## src/rtl/hazard_ctrl.sv

```systemverilog
// Pipeline hazard controller: scoreboard of in-flight destinations
// (EX/MEM/WB), load-use / RAW stall, branch flush and memory freeze.
// Ports: clk, rst (sync, active-high); ID_* decode-side fields;
// EX_branch_taken, MEM_busy; stall/flush controls; stall_cnt,
// flush_cnt saturating counters (CNT_W bits).
// Option: define HAZARD_FORWARD_EN to check only EX-slot loads.
module hazard_ctrl #(
  parameter int CNT_W = 16
) (
  input  logic             clk,
  input  logic             rst,
  input  logic [31:0]      ID_inst,
  input  logic             ID_useA,
  input  logic             ID_useB,
  input  logic             ID_RegWrite,
  input  logic [1:0]       ID_DataToReg,
  input  logic [1:0]       ID_RegDst,
  input  logic             EX_branch_taken,
  input  logic             MEM_busy,
  output logic             PC_stall,
  output logic             IfId_stall,
  output logic             IfId_flush,
  output logic             IdEx_stall,
  output logic             IdEx_flush,
  output logic             ExMem_stall,
  output logic [CNT_W-1:0] stall_cnt,
  output logic [CNT_W-1:0] flush_cnt
);

  typedef struct packed {
    logic       v;
    logic [4:0] a;
    logic       ld;
  } slot_t;

  slot_t sb_ex;
  slot_t sb_mem;
  slot_t sb_wb;

  logic [4:0] rs;
  logic [4:0] rt;
  logic [4:0] rd;
  logic [4:0] dst;
  logic       dst_v;
  slot_t      id_slot;

  assign rs = ID_inst[25:21];
  assign rt = ID_inst[20:16];
  assign rd = ID_inst[15:11];

  always_comb begin
    dst   = 5'd0;
    dst_v = 1'b0;
    unique case (ID_RegDst)
      2'b00:   dst = rt;
      2'b01:   dst = rd;
      2'b10:   dst = 5'd31;
      default: dst = 5'd0;
    endcase
    // $0 is never a real producer
    dst_v = ID_RegWrite
         && (ID_RegDst != 2'b11)
         && (dst != 5'd0);
  end

  assign id_slot.v  = dst_v;
  assign id_slot.a  = dst;
  assign id_slot.ld = (ID_DataToReg == 2'b01);

  function automatic logic hit(input slot_t s);
    hit = s.v
       && ((ID_useA && (rs == s.a))
        || (ID_useB && (rt == s.a)));
  endfunction

  logic haz;

`ifdef HAZARD_FORWARD_EN
  // MEM/WB results reach EX through the bypass
  assign haz = hit(sb_ex) && sb_ex.ld;
`else
  // no bypass and no write-through: WB match still stalls
  assign haz = hit(sb_ex)
            || hit(sb_mem)
            || hit(sb_wb);
`endif

  logic frz;
  logic brn;
  logic stl;

  assign frz = MEM_busy;
  assign brn = !MEM_busy && EX_branch_taken;
  assign stl = !MEM_busy && !EX_branch_taken && haz;

  always_comb begin
    PC_stall    = 1'b0;
    IfId_stall  = 1'b0;
    IfId_flush  = 1'b0;
    IdEx_stall  = 1'b0;
    IdEx_flush  = 1'b0;
    ExMem_stall = 1'b0;
    unique case (1'b1)
      frz: begin
        PC_stall    = 1'b1;
        IfId_stall  = 1'b1;
        IdEx_stall  = 1'b1;
        ExMem_stall = 1'b1;
      end
      brn: begin
        IfId_flush = 1'b1;
        IdEx_flush = 1'b1;
      end
      stl: begin
        PC_stall   = 1'b1;
        IfId_stall = 1'b1;
        IdEx_flush = 1'b1;
      end
      default: ;
    endcase
  end

  localparam logic [CNT_W-1:0] CNT_ONE = CNT_W'(1);

  always_ff @(posedge clk) begin
    if (rst) begin
      sb_ex     <= '0;
      sb_mem    <= '0;
      sb_wb     <= '0;
      stall_cnt <= '0;
      flush_cnt <= '0;
    end else begin
      unique case (1'b1)
        frz: ;
        brn: begin
          sb_ex  <= '0;
          sb_mem <= sb_ex;
          sb_wb  <= sb_mem;
          if (flush_cnt != '1)
            flush_cnt <= flush_cnt + CNT_ONE;
        end
        stl: begin
          sb_ex  <= '0;
          sb_mem <= sb_ex;
          sb_wb  <= sb_mem;
          if (stall_cnt != '1)
            stall_cnt <= stall_cnt + CNT_ONE;
        end
        default: begin
          sb_ex  <= id_slot;
          sb_mem <= sb_ex;
          sb_wb  <= sb_mem;
        end
      endcase
    end
  end

  logic unused_bits;
  assign unused_bits = ^{ID_inst[31:26], ID_inst[10:0], sb_wb};

endmodule

```

## config.mk

```make
export PLATFORM = sky130hd
export DESIGN_NAME = hazard_ctrl
export DESIGN_NICKNAME = d
export VERILOG_FILES = /design/src/rtl/hazard_ctrl.sv
export SDC_FILE = /design/constraint.sdc
export NUM_CORES = 1
export LEC_CHECK = 0
export CAP_MARGIN = 20
export CORE_AREA = 2 2 78 80
export CTS_CLUSTER_SIZE = 10
export DETAILED_ROUTE_END_ITERATION = 8
export DIE_AREA = 0 0 80 82
export HOLD_SLACK_MARGIN = 0.02
export PLACE_DENSITY_LB_ADDON = 0.15
export SLEW_MARGIN = 25
export SYNTH_ARGS = -nofsm -noshare
export SYNTH_HDL_FRONTEND = slang
export SYNTH_SLANG_ARGS = --single-unit
```

## constraint.sdc

```tcl
create_clock -name clk -period 3.1 [get_ports clk]
set_clock_uncertainty 0.1 [all_clocks]
set_input_delay 0.775 -clock clk [delete_from_list [all_inputs] [get_ports clk]]
set_output_delay 0.775 -clock clk [all_outputs]
set_load 0.02 [all_outputs]
```

==> results of run 1 <==
-- registers in the layout (all words and copies together), names as in the netlist --
signal / count
flush_cnt: 16
sb_mem: 6
stall_cnt: 16
sb_wb: 6
sb_ex: 6
-- worst max path at each step --
| stage | slack (ns) | depth (start not counted) | to | start |
|---|---|---|---|---|
| after detailed placement | -0.82 | 8 | PC_stall | ID_inst[24] |
| after floorplan | 0.15 | 7 | PC_stall | ID_inst[24] |
| after global placement | -0.77 | 8 | PC_stall | ID_inst[24] |
| after global routing | 0.002 | 8 | IdEx_flush | ID_inst[19] |
| final | 0.07 | 4 | IfId_flush | EX_branch_taken |
| after CTS | 0.002 | 8 | PC_stall | ID_inst[23] |
-- routing by layer --
layer	GRT usage, %	routed length [um]	up-vias
li1	-	-	1229
met1	23.75	2790	1132
met2	32.58	2962	57
met3	3.297	232	7
met4	5.763	47	0
met5	0	0	-
-- layout make-up --
class	count	area (sq um)	share of cell area [%]
clock buffer	5	68.82	1.938
tap	75	93.84	2.643
clock inverter	3	26.28	0.7400
sequential	50	1001	28.19
multi-input combinational	234	1590	44.79
timing repair buffer	84	744.5	20.97
inverter	7	26.28	0.7400
-- worst max-delay path: stages --
cell             delay, ns
clkdlybuf4s50_1       0.50
inv_1                 0.06
nor2_1                0.18
clkdlybuf4s50_1       0.64
-- power groups by stage --
stage / logic, mW / clock network (mW) / registers [mW]
6_report: 0.153 / 0.401 / 0.661
3_5_place_dp: 0.152 / 0 / 0.676
4_1_cts: 0.149 / 0.415 / 0.661
3_3_place_gp: 0.150 / 0 / 0.676
5_1_grt: 0.167 / 0.443 / 0.663
2_1_floorplan: 0.0766 / 0 / 0.675
-- Yosys cell counts, types with 6 or more instances --
master    number  area, sq um
or3_1          7        43.79
nand2_1       14        52.55
a21oi_1       19        95.09
xor2_1        20        175.2
xnor2_1       20        175.2
nor2b_1        8        50.05
nand4_1       18        112.6
and3_1         6        37.54
nor3_1         8        40.04
clkbuf_1       9        33.78
inv_1          7        26.28
o21ai_0        9        45.04
dfxtp_1       50         1001
mux2_2         7        78.83
nor2_1        36        135.1
nand3_1        8        40.04
mux2i_1       14        140.1
-- kinds of logic (layout without fill, tap and decap cells) --
kind of cell | count (synthesis) | in the layout
and+or+nand+nor | 127 | 127
DFF | 50 | 50
AOI/OAI and AO/OA | 44 | 44
xor gates and xnor gates | 40 | 40
buffers and inverters | 23 | 99
muxes | 21 | 21
adders and majority gates | 2 | 2
-- metrics by stage --
step           util, %  setup WS [ns]  cells
3_3_place_gp     59.82        -0.7694    450
2_1_floorplan        -         0.1473    307
3_5_place_dp     59.82        -0.8230    450
4_1_cts          61.30       0.001973    458
6_report         61.80        0.07425    458
5_1_grt          61.80       0.002197    458
-- what timing repair did --
action,CTS,global route
pin swaps,12,7
setup buffers,0,0
gates resized for setup,47,11
hold buffers,0,0
setup endpoints to repair,3,3
==> flow_metrics.tcl, run 1 <==
set metrics [dict create \
    yosys-mux-area-fraction_pct 8.290 \
    pwr-share-seq_pct 54.4 \
    core_area_sq_um 5746 \
    finalMaxSlewViolations 0 \
    routedWlPerCell_um 13.17 \
    grt_pass1_wl_um 9722 \
    pwr-share-comb_pct 12.6 \
    crit_path_start_kind "input port" \
    area_growth_syn_to_layout_pct 34.44 \
    rr_endpoint "stall_cnt[15]" \
    first_global_vias 2184 \
    power_frac_clock_pct 33.0 \
    clockBufferDepth 2 \
    ir_worst_vdd_mv 0.1984 \
    drt_pass1_iterations 4 \
    clkTransAtPathRegs_ns 0.10 \
    worst-r2r-cell-count 8 \
    die_h_um 82 \
    ys_ff_latch 50 \
    end_kind "output pin" \
    post_route_cells_drive_above_1_share_pct 16.19 \
    diodes 0 \
    synth_cells 307 \
    rrSetupSlack_ns 0.73 \
    crit_fanout 2 \
    fmaxAchievable_mhz 330.5 \
    rsz0062_at_grt "no" \
    synth_edf_count 0 \
    fin_tns_setup_ns 0 \
    dieWidth_um 80 \
    place.gp.congestion 0.8598 \
    rows 28 \
    min_path_cells 2 \
    antenna_found_initial 0 \
    fin_crit_sh_pct 97.60 \
    htree_levels 2 \
    post-route-min-period_ns 3.026 \
    async_reset_ff_share_pct 0 \
    status "complete, no violations" \
    synth_flop_cell "dfxtp_1" \
    relSlewSlack_pct 73.44 \
    io_buffers 61 \
    p_leak_nw 1.352 \
    hpwl_um 4546 \
    synth-xor-area-share_pct 13.26 \
    overflow 0 \
    hold_viol 0 \
    most-common-layout-cells "50 x dfxtp_1, 47 x clkdlybuf4s50_1, 36 x nor2_1" \
    power_mw 1.216 \
    dieArea_sq_um 6560 \
    drc 0 \
    layout_commonest_cell "dfxtp_1" \
    finalWirelength_um 6033 \
    finalSetupViolCount 0 \
    tritoncts "done" \
    first_iter_violations 65 \
    final_nets 427 \
    swShare_pct 26.30 \
    cap_violations 0 \
    cts_buffers 5 \
    synth-seq-area-share_pct 37.90 \
    viasPerCell 5.295 \
    yosys.area_share.simple_pct 25.30 \
    synthAdderAreaFrac_pct 0.9474 \
    track_usage_pct 18.76 \
    hold_path.class "reg -> reg" \
    criticalPathCategory "in -> out" \
    finalInstanceArea_sq_um 3551 \
    dpl_cell_area_sq_um 3437 \
    yosysWarnings 0 \
    ctsRootBufferMaster "clkbuf_8" \
    via_count 2425 \
    io-pin-count 81 \
    synth_nets 352 \
    ys_types 38 \
    grt_max_degree 34 \
    cts_sinks 50 \
    worstPathRequired_ns 2.22 \
    worstPathArrival_ns 2.15 \
    whs_endpoint "stall_cnt[15]" \
    power.internal_uw 895.9 \
    final_antenna_net_count 0 \
    synth_area_per_cell_sq_um 8.604 \
    rr_startpoint "sb_wb[1]" \
    fillCellCount 550 \
    synth_top_family_by_area "simple AND/OR/NAND/NOR gates" \
    clock_latency_ns 0.31 \
    whs_ns 0.3988 \
    powerDensity_nw_per_um2 342.3 \
    synth_area_sq_um 2641 \
    min_from "stall_cnt[15]" \
    start_util_pct 45.97 \
    p_sw_uw 319.7 \
    worst_slew_pin_slew_ns 0.3976 \
    synth_compound_area_share_pct 10.28 \
]
Note: power is estimated with default switching activity, not from simulation.
==> run 2, diff against run 1 <==
--- a/config.mk
+++ b/config.mk
@@ -6,10 +6,12 @@
 export NUM_CORES = 1
 export LEC_CHECK = 0
 export CAP_MARGIN = 20
-export CORE_AREA = 2 2 78 80
+export CELL_PAD_IN_SITES_DETAIL_PLACEMENT = 0
+export CELL_PAD_IN_SITES_GLOBAL_PLACEMENT = 2
+export CORE_AREA = 3 3 103 105
 export CTS_CLUSTER_SIZE = 10
 export DETAILED_ROUTE_END_ITERATION = 8
-export DIE_AREA = 0 0 80 82
+export DIE_AREA = 0 0 106 108
 export HOLD_SLACK_MARGIN = 0.02
 export PLACE_DENSITY_LB_ADDON = 0.15
 export SLEW_MARGIN = 25
==> flow_metrics.tcl, run 2 (synthesis results as in run 1) <==
set metrics [dict create \
    finalSetupViolCount 0 \
    first_global_vias 2235 \
    largestRegisters "flush_cnt x16, stall_cnt x16" \
    antenna_found_initial 0 \
    pwr-share-comb_pct 12.5 \
    seq_area_sq_um 1001 \
    final_antenna_net_count 0 \
    worstPathRequired_ns 2.22 \
    max_stage_delay_ns 0.31 \
    slowest_stage "nor4_1" \
    crit_path_start_kind "input port" \
    clockBufferDepth 2 \
    status "complete, no violations" \
    swShare_pct 25.62 \
    diodes 0 \
    track_usage_pct 12.43 \
    first_iter_violations 58 \
    cts_buffers 5 \
    routedWlPerCell_um 13.62 \
    worst_slew_pin_slew_ns 0.4017 \
    most-common-layout-cells "50 x dfxtp_1, 45 x clkdlybuf4s50_1, 36 x nor2_1" \
    p_sw_uw 313.0 \
    criticalPathCategory "in -> out" \
    clock_latency_ns 0.30 \
    grt_pass1_wl_um 11380 \
    finalWirelength_um 7029 \
    drt_pass1_iterations 4 \
    overflow 0 \
    cap_violations 0 \
    hpwl_um 5427 \
    dieArea_sq_um 11450 \
    dp_slack_ns -0.9332 \
    rsz0062_at_grt "yes" \
    multi_input_area_sq_um 1580 \
    post-route-min-period_ns 3.013 \
    core_area_sq_um 9729 \
    start_util_pct 27.15 \
    rows 36 \
    final_nets 427 \
    viasPerCell 4.632 \
    via_count 2390 \
    die_h_um 108 \
    layout_setup_ws_ns 0.08740 \
    hold_viol 0 \
    place.gp.congestion 0.7550 \
    io-pin-count 81 \
    io_buffers 61 \
    htree_levels 2 \
    ir_worst_vdd_mv 0.1701 \
    power_frac_clock_pct 33.3 \
    dieWidth_um 106 \
    whs_ns 0.3855 \
    power.internal_uw 908.7 \
    drc 0 \
    power_mw 1.222 \
    layout_commonest_cell "dfxtp_1" \
    p_leak_nw 1.352 \
    clkTransAtPathRegs_ns 0.09 \
    cts-hold-fix-buffers 0 \
    end_kind "output pin" \
    pwr-share-seq_pct 54.1 \
    crit_fanout 4 \
    path_cells "buf_4 > xor2_1 > nor4_1 > nand4_1 > and4_4 > and2_4 > o21bai_4 > buf_6" \
    finalMaxSlewViolations 0 \
    relSlewSlack_pct 73.17 \
    hold_path.class "reg -> reg" \
    tritoncts "done" \
    cts_sinks 50 \
    grt_max_degree 27 \
    worstPathArrival_ns 2.14 \
    powerDensity_nw_per_um2 336.8 \
    post_route_cells_drive_above_1_share_pct 15.40 \
    area_growth_syn_to_layout_pct 37.33 \
    fmaxAchievable_mhz 331.9 \
    fin_crit_sh_pct 97.18 \
    fillCellCount 1057 \
    ctsRootBufferMaster "clkbuf_8" \
]
[run 2: changes by cell type in the layout (fill, tap and decap cells not counted), sizes merged]
cell / before / now
clkdlybuf4s50: 47 / 45
inv: 9 / 7
dlygate4sd2: 1 / 3
clkinvlp: 0 / 1
clkdlybuf4s15: 2 / 0
buf: 31 / 34
[run 2: critical path, delay by kind of cell]
family / cells / cell delay, ns
buffers and inverters: 2 / 0.28
AO/OA/AOI/OAI: 1 / 0.15
AND/OR/NAND/NOR: 4 / 0.80
XOR/XNOR: 1 / 0.14
[run 2: path summary, 6_finish.rpt]
path / startpoint / to / slack, ns / depth (start not counted)
worst max-delay path: ID_inst[19] / PC_stall / 0.09 / 8
worst min-delay path: sb_ex[6] / sb_ex[6] / 0.39 / 2
worst max register to register: sb_mem[1] / stall_cnt[15] / 0.61 / 9
worst min register to register: sb_ex[6] / sb_ex[6] / 0.39 / 2
[run 2: through the flow]
stage	instances	utilization, %	setup TNS [ns]	instance area, sq um
6_report	516	37.28	0	3627
5_1_grt	516	37.28	-0.02699	3627
4_1_cts	514	36.81	0	3581
3_5_place_dp	506	35.92	-3.792	3495
3_3_place_gp	506	35.92	-3.674	3495
2_1_floorplan	307	-	0	2645
[run 2: cell type report]
cell class / count / share of cell area (%)
multi-input cells: 234 / 43.57
flip-flops and latches: 50 / 27.60
repair buffers: 84 / 20.90
well taps: 133 / 4.588
clock buffers: 6 / 2.277
inverters: 7 / 0.7244
clock inverters: 2 / 0.3449
[run 2: power by group through the flow]
stage | sequential [mW] | combinational (mW) | clock (mW)
floorplan | 0.675 | 0.0766 | 0
global placement | 0.677 | 0.153 | 0
detailed placement | 0.676 | 0.153 | 0
CTS | 0.662 | 0.151 | 0.433
global route | 0.663 | 0.168 | 0.453
finish | 0.661 | 0.153 | 0.407
[run 2: repair_timing]
item | in CTS | in global routing
setup buffers | 0 | 2
pin swaps | 9 | 9
gates resized for setup | 56 | 13
setup endpoints to repair | 3 | 3
[run 2: routing by layer]
metal  vias to the layer above  track usage [%]  share of wire [%]
met5                         -                0                  0
met2                        39            21.13                 48
met4                         0            3.330               0.85
met1                      1116            16.19                 48
li1                       1230                -                  -
met3                         5            2.448                3.6
==> run 3, diff against run 2 <==
--- a/config.mk
+++ b/config.mk
@@ -9,6 +9,7 @@
 export CELL_PAD_IN_SITES_DETAIL_PLACEMENT = 0
 export CELL_PAD_IN_SITES_GLOBAL_PLACEMENT = 2
 export CORE_AREA = 3 3 103 105
+export CTS_CLUSTER_DIAMETER = 50
 export CTS_CLUSTER_SIZE = 10
 export DETAILED_ROUTE_END_ITERATION = 8
 export DIE_AREA = 0 0 106 108
==> results of run 3 <==
Final layout, timing and power as in run 2 (identical DEF).
